**src/rtl/damq_memory_bank_pkg.sv**
```systemverilog
// Shared helpers for the DAMQ memory bank: width derivation and reservation arithmetic.
package damq_memory_bank_pkg;

    // Bits needed to index `value` items; never narrower than one bit.
    function automatic int clogb(input int value);
        return (value <= 2) ? 1 : $clog2(value);
    endfunction

    // Slots still held back for a VC that has not yet used its full reservation.
    function automatic int reservation_owed(input int count, input int reserved);
        return (reserved > count) ? (reserved - count) : 0;
    endfunction

endpackage

```
**src/rtl/memory_bank_free_list.sv**
```systemverilog
// Free-slot list plus the next-pointer array that also links every VC queue.
module memory_bank_free_list
    import damq_memory_bank_pkg::*;
#(
    parameter int depth = 32,
    parameter int ptr_w = clogb(depth),
    parameter int cnt_w = clogb(depth + 1)
) (
    input  logic             clk,
    input  logic             reset,
    input  logic             alloc,
    output logic [ptr_w-1:0] alloc_slot,
    input  logic             release_en,
    input  logic [ptr_w-1:0] release_slot,
    input  logic             link_en,
    input  logic [ptr_w-1:0] link_from,
    input  logic [ptr_w-1:0] link_to,
    input  logic [ptr_w-1:0] lookup_slot,
    output logic [ptr_w-1:0] lookup_next,
    output logic [cnt_w-1:0] free_count
);

    logic [ptr_w-1:0] next_ptr [depth];
    logic [ptr_w-1:0] free_head;
    logic [ptr_w-1:0] free_tail;

    assign alloc_slot  = free_head;
    assign lookup_next = next_ptr[lookup_slot];

    // NOTE: the link array is reset because it encodes the initial ascending free list; flit data is not.
    always_ff @(posedge clk or negedge reset) begin
        if (!reset) begin
            free_head  <= '0;
            free_tail  <= ptr_w'(depth - 1);
            free_count <= cnt_w'(depth);
            for (int i = 0; i < depth; i++) begin
                next_ptr[i] <= ptr_w'((i + 1) % depth);
            end
        end else begin
            if (link_en) begin
                next_ptr[link_from] <= link_to;
            end
            // An empty free list has a stale tail, so only chain onto a live one.
            if (release_en && free_count != '0) begin
                next_ptr[free_tail] <= release_slot;
            end
            if (release_en) begin
                free_tail <= release_slot;
            end
            if (alloc) begin
                free_head <= (free_count == cnt_w'(1)) ? release_slot : next_ptr[free_head];
            end else if (release_en && free_count == '0) begin
                free_head <= release_slot;
            end
            free_count <= free_count + cnt_w'(release_en) - cnt_w'(alloc);
        end
    end

endmodule

```
**src/rtl/damq_memory_bank.sv**
```systemverilog
// Dynamically allocated multi-queue flit buffer: per-VC linked-list FIFOs sharing one
// memory array, with per-VC slot reservations and registered status/error outputs.
module damq_memory_bank
    import damq_memory_bank_pkg::*;
#(
    parameter int max_vc_number     = 4,
    parameter int memory_bank_depth = 32,
    parameter int memory_bank_width = 64,
    parameter int reserved_per_vc   = 1
) (
    input  logic                                                 clk,
    input  logic                                                 reset,
    input  logic                                                 write_enable,
    input  logic [clogb(max_vc_number)-1:0]                      vc_written_into,
    input  logic [memory_bank_width-1:0]                         flit_in,
    input  logic                                                 read_enable,
    input  logic [clogb(max_vc_number)-1:0]                      vc_read_from,
    output logic [memory_bank_width-1:0]                         flit_out,
    output logic                                                 flit_out_valid,
    output logic [max_vc_number-1:0]                             vc_empty,
    output logic [max_vc_number-1:0]                             vc_full,
    output logic [max_vc_number*clogb(memory_bank_depth+1)-1:0]  vc_count,
    output logic                                                 memory_bank_full,
    output logic                                                 memory_bank_empty,
    output logic                                                 write_error,
    output logic                                                 read_error
);

    localparam int PW = clogb(memory_bank_depth);
    localparam int CW = clogb(memory_bank_depth + 1);
    localparam int VW = clogb(max_vc_number);

    logic [memory_bank_width-1:0] flit_mem [memory_bank_depth];
    logic [PW-1:0] vc_head [max_vc_number];
    logic [PW-1:0] vc_tail [max_vc_number];
    logic [CW-1:0] vc_cnt  [max_vc_number];
    logic [CW-1:0] cnt_nxt [max_vc_number];

    logic [VW-1:0] wr_vc;
    logic [VW-1:0] rd_vc;
    logic          wr_acc;
    logic          rd_acc;
    logic          head_takes_alloc;
    logic [PW-1:0] alloc_slot;
    logic [PW-1:0] lookup_next;
    logic [CW-1:0] free_count;
    logic [CW-1:0] free_nxt;
    int            owed_nxt;
    logic [max_vc_number-1:0] empty_nxt;
    logic [max_vc_number-1:0] full_nxt;

    assign wr_vc = vc_written_into;
    assign rd_vc = vc_read_from;

    // Admission looks only at the registered flags, i.e. the state at the start of the cycle.
    assign wr_acc = write_enable && (int'(wr_vc) < max_vc_number) && !vc_full[wr_vc];
    assign rd_acc = read_enable && (int'(rd_vc) < max_vc_number) && !vc_empty[rd_vc];

    // A write becomes the head when its queue is empty or is being emptied by a same-VC read.
    assign head_takes_alloc = (vc_cnt[wr_vc] == '0) ||
                              (rd_acc && rd_vc == wr_vc && vc_cnt[wr_vc] == CW'(1));

    memory_bank_free_list #(
        .depth (memory_bank_depth),
        .ptr_w (PW),
        .cnt_w (CW)
    ) u_free_list (
        .clk          (clk),
        .reset        (reset),
        .alloc        (wr_acc),
        .alloc_slot   (alloc_slot),
        .release_en   (rd_acc),
        .release_slot (vc_head[rd_vc]),
        .link_en      (wr_acc && vc_cnt[wr_vc] != '0),
        .link_from    (vc_tail[wr_vc]),
        .link_to      (alloc_slot),
        .lookup_slot  (vc_head[rd_vc]),
        .lookup_next  (lookup_next),
        .free_count   (free_count)
    );

    // NOTE: every variable written here is given a default first so no latch is inferred.
    always_comb begin
        free_nxt = free_count;
        if (wr_acc) free_nxt = free_nxt - 1'b1;
        if (rd_acc) free_nxt = free_nxt + 1'b1;
        owed_nxt = 0;
        for (int v = 0; v < max_vc_number; v++) begin
            cnt_nxt[v] = vc_cnt[v];
            if (wr_acc && int'(wr_vc) == v) cnt_nxt[v] = cnt_nxt[v] + 1'b1;
            if (rd_acc && int'(rd_vc) == v) cnt_nxt[v] = cnt_nxt[v] - 1'b1;
            owed_nxt = owed_nxt + reservation_owed(int'(cnt_nxt[v]), reserved_per_vc);
        end
        for (int v = 0; v < max_vc_number; v++) begin
            empty_nxt[v] = (cnt_nxt[v] == '0);
            full_nxt[v]  = (int'(cnt_nxt[v]) >= reserved_per_vc) && (int'(free_nxt) == owed_nxt);
        end
    end

    // Flit storage carries no reset: stale slots are unreachable until rewritten.
    always_ff @(posedge clk) begin
        if (wr_acc) begin
            flit_mem[alloc_slot] <= flit_in;
        end
    end

    always_ff @(posedge clk or negedge reset) begin
        if (!reset) begin
            for (int v = 0; v < max_vc_number; v++) begin
                vc_head[v] <= '0;
                vc_tail[v] <= '0;
                vc_cnt[v]  <= '0;
            end
            flit_out          <= '0;
            flit_out_valid    <= 1'b0;
            write_error       <= 1'b0;
            read_error        <= 1'b0;
            vc_empty          <= '1;
            vc_full           <= '0;
            memory_bank_full  <= 1'b0;
            memory_bank_empty <= 1'b1;
        end else begin
            for (int v = 0; v < max_vc_number; v++) begin
                vc_cnt[v] <= cnt_nxt[v];
            end
            if (rd_acc) begin
                flit_out       <= flit_mem[vc_head[rd_vc]];
                vc_head[rd_vc] <= lookup_next;
            end
            // Placed after the read so a same-VC write at count 1 overrides the stale successor.
            if (wr_acc) begin
                vc_tail[wr_vc] <= alloc_slot;
                if (head_takes_alloc) begin
                    vc_head[wr_vc] <= alloc_slot;
                end
            end
            flit_out_valid    <= rd_acc;
            write_error       <= write_enable && !wr_acc;
            read_error        <= read_enable && !rd_acc;
            vc_empty          <= empty_nxt;
            vc_full           <= full_nxt;
            memory_bank_full  <= (free_nxt == '0);
            memory_bank_empty <= &empty_nxt;
        end
    end

    for (genvar g = 0; g < max_vc_number; g++) begin : g_count
        assign vc_count[(max_vc_number-1-g)*CW +: CW] = vc_cnt[g];
    end

    int slot_total;
    always_comb begin
        slot_total = int'(free_count);
        for (int v = 0; v < max_vc_number; v++) begin
            slot_total = slot_total + int'(vc_cnt[v]);
        end
    end

    // Every slot is either free or owned by exactly one VC.
    assert property (@(posedge clk) disable iff (!reset) slot_total == memory_bank_depth);

endmodule

```
**config.mk**
```make
export PLATFORM = sky130hd
export DESIGN_NAME = damq_memory_bank
export DESIGN_NICKNAME = d
export VERILOG_FILES = /design/src/rtl/damq_memory_bank_pkg.sv /design/src/rtl/memory_bank_free_list.sv /design/src/rtl/damq_memory_bank.sv
export SDC_FILE = /design/constraint.sdc
export NUM_CORES = 2
export LEC_CHECK = 0
export BUFFER_PORTS_ARGS = -buffer_cell sky130_fd_sc_hd__buf_2
export CAP_MARGIN = 20
export CORE_UTILIZATION = 40
export CTS_BUF_LIST = sky130_fd_sc_hd__clkbuf_2
export DETAILED_ROUTE_END_ITERATION = 10
export PLACE_DENSITY_LB_ADDON = 0.15
export SETUP_SLACK_MARGIN = 0.02
export SKIP_CTS_REPAIR_TIMING = 1
export SYNTH_ARGS = -nofsm -noshare
export SYNTH_HDL_FRONTEND = slang
export SYNTH_SLANG_ARGS = --single-unit
```
**constraint.sdc**
```tcl
create_clock -name clk -period 11.9 [get_ports clk]
set_input_delay 2.38 -clock clk [delete_from_list [all_inputs] [get_ports clk]]
set_output_delay 2.38 -clock clk [all_outputs]
set_load 0.1 [all_outputs]
```
==> results.json <==
{
  "status": "finished, final reports clean",
  "die_y_microns": 494,
  "yosys.cell_types.count": 75,
  "power.leakage_nw": 36.0,
  "syn_avg_cell_area_sq_um": 19.5,
  "netlist_top_cells_area": "edfxtp_1 64%, mux4_2 15%, dfrtp_1 5.9%",
  "path_clk_slew_ns": 0.09,
  "synth_compound_area_frac": 0.0320,
  "multi_input_area_sq_um": 25900,
  "synth-xor-area-share": 0.00567,
  "crit_family": "simple AND/OR/NAND/NOR gates",
  "clock_skew_ns": 0.262,
  "slew-limit-headroom": 0.179,
  "worstMarginPinSlew_ns": 1.23,
  "boundaryPins": 173,
  "rows": 180,
  "critical_path_required_ns": 13.63,
  "min_period_over_period": 0.741,
  "totalWireLength_microns": 271000,
  "cts_buffer_depth": 4,
  "powerDensity_nw_per_um2": 230,
  "drt_iter0_drc": 4928,
  "finalWorstPathRequiredPeriod_ns": 8.81,
  "synth_warnings": 0,
  "drt-vias-per-instance": 5.62,
  "start_util": 0.402,
  "ctsHtreeMaxLevel": 6,
  "fmax_mhz": 113,
  "setup_tns_ns": 0,
  "max-cap-violations": 0,
  "worstSetupPathType": "input pin to register",
  "critPathArrivalTime_ns": 10.54,
  "dr.pass1.iters": 6,
  "preCtsSetupSlack_ns": 1.34,
  "fillers": 21000,
  "grt_pass1_wl_microns": 390000,
  "dp_hpwl_microns": 142000,
  "drt.antenna.violating_nets": 0,
  "grt_setup_unrepaired": "no",
  "coreArea_sq_um": 240000,
  "post-route-drc-count": 0,
  "async_flop_share": 0.134,
  "netlist_area_sq_um": 96600,
  "port_buffers": 172,
  "cpMaxStageDelayCell": "nor4_1",
  "vdd_drop_max_mv": 0.164,
  "synth-edff-count": 2048,
  "overflow": 0,
  "cp_max_fo": 23,
  "syn_inst": 4955,
  "yosysSeqAreaShare": 0.720,
  "synth_top_family_by_area": "multiplexers",
  "area_growth_pct": 11.2,
  "synth_top_area_cell": "edfxtp_1",
  "wl_per_cell_microns": 29.2,
  "grt_max_degree": 124,
  "path_buf_inv": 2,
  "synth_ff_type": "edfxtp_1",
  "cpPeakStageDelay_ns": 0.67,
  "seq_area_sq_um": 69600,
  "numCtsBuffers": 632,
  "synth_top_cell_area_share": 0.636,
  "synthAdderAreaFrac": 0.00950,
  "hold_violations": 0,
  "antenna_found_initial": 31,
  "root_buffer": "clkbuf_2",
  "synth_seq_cells": 2365,
  "vias": 52100,
  "gp_congestion": 0.831,
  "setup_viol": 0,
  "final_common_cell": "edfxtp_1",
  "cts_sinks": 2365,
  "synthSimpleGateAreaFrac": 0.0320,
  "min_path_type": "register to register",
  "grt_pass1_vias": 54100,
  "final_cell_mix": "2048 x edfxtp_1, 980 x clkbuf_2, 631 x mux4_2, 342 x mux2i_1, 272 x nand2_1",
  "gr-usage-all-layers": 0.223,
  "drive_gt1_frac": 0.350,
  "cp-start-kind": "input pin",
  "fin_ws_ns": 3.09,
  "slew_violations": 0,
  "die_x_microns": 494,
  "cts_tree": "done",
  "nNetsFinal": 5733,
  "die_area_sq_um": 244000,
  "end_kind": "register",
  "worstSkewPairLatency_ns": 1.93,
  "synthMuxAreaShare": 0.185
}
[path summary, 6_finish.rpt]
path / to / startpoint / cells after the start / slack (ns)
worst max-delay path: vc_full[3]$_DFF_PN0_ / vc_written_into[1] / 25 / 3.09
worst min-delay path: vc_tail[4]$_DFFE_PN0P_ / vc_tail[4]$_DFFE_PN0P_ / 2 / 0.49
worst max register to register: vc_full[3]$_DFF_PN0_ / vc_full[2]$_DFF_PN0_ / 24 / 3.69
worst min register to register: vc_tail[4]$_DFFE_PN0P_ / vc_tail[4]$_DFFE_PN0P_ / 2 / 0.49
max in group asynchronous: vc_head[19]$_DFF_PN0_ / reset / 3 / 8.99
min in group asynchronous: u_free_list.next_ptr[41]$_DFF_PN0_ / reset / 1 / 0.58
[cell type report]
class,instances,area share
repair buffers,292,0.0178
diodes,20,0.000466
clock inverters,134,0.00869
clock buffers,980,0.0457
flip-flops and latches,2365,0.647
well taps,3185,0.0371
inverters,56,0.00196
multi-input cells,2255,0.241
[cells by family after synthesis]
logic type	count (synthesis)
mux	993
other cells	2
buf+inv	341
compound gates	470
simple gates	664
flops	2365
xor+xnor	61
fa+ha+maj	59
[power breakdown]
part	switching [mW]	total, mW	internal, mW
Clock	3.38	5.85	2.47
Sequential	0.564	10.4	9.88
Combinational	5.16	8.42	3.26
Total	9.11	24.7	15.6
[synthesized netlist by cell type (6+ instances only)]
library cell and n:
o21ai_0 124, nand3_1 35, fa_1 24, mux2i_1 342, a211oi_1 6, nand4_1 19
buf_6 22, a31oi_1 12, mux4_2 635, mux2_2 16, or3_1 13, o22ai_1 72
clkbuf_1 150, a221oi_1 23, a21boi_0 6, a22oi_1 9, inv_1 55, a221o_1 67
a21oi_1 106, nor2b_1 22, ha_1 35, buf_2 50, nand3b_1 12, buf_1 58
nor3b_1 11, xnor2_1 40, dfstp_2 91, nor2_1 190, edfxtp_1 2048, and2_1 17
a21o_1 6, and3_1 8, o21a_1 8, nand2_1 274, xor2_1 20, dfrtp_1 226
nor4_1 9, nor3_1 8
[worst reg2reg max path, delay by kind of cell, from the launching register on]
kind / cells / cell delay, ns
adder cells (fa/ha/maj): 4 / 1.84
buffers and inverters: 1 / 0.06
flip-flops: 1 / 0.40
AND/OR/NAND/NOR: 8 / 3.23
multiplexers: 1 / 0.27
XOR/XNOR: 1 / 0.13
AO/OA/AOI/OAI: 9 / 2.20
[per-stage QoR]
step | instances | instance area [sq um] | util | power [mW] | hold WS, ns
final | 9287 | 107000 | 0.447 | 24.7 | 0.489
after global routing | 9283 | 107000 | 0.447 | 26.0 | 0.348
after CTS | 9267 | 107000 | 0.447 | 25.0 | 0.359
after detailed placement | 8153 | 102000 | 0.423 | 19.1 | 0.470
after global placement | 8151 | 102000 | 0.422 | 19.1 | 0.460
after floorplan | 4961 | 96700 | - | 16.7 | 0.440
[per-layer routing]
layer  vias up  wire length (microns)  GRT usage
met2      1920                 130000      0.357
met3       457                  18600     0.0472
met4        22                   5350     0.0631
met1     27800                 117000      0.308
met5         -                    143          0
li1      22000                      -          -
[registers in the layout, summed over array words and instances (netlist names)]
name	flops
flit_mem	2048
flit_out	64
flit_out_valid	1
memory_bank_empty	1
memory_bank_full	1
read_error	1
u_free_list.alloc_slot	5
u_free_list.free_count	6
u_free_list.free_tail	5
u_free_list.next_ptr	160
vc_count	24
vc_empty	4
vc_full	4
vc_head	20
vc_tail	20
write_error	1
(Power assumes the default switching activity.)
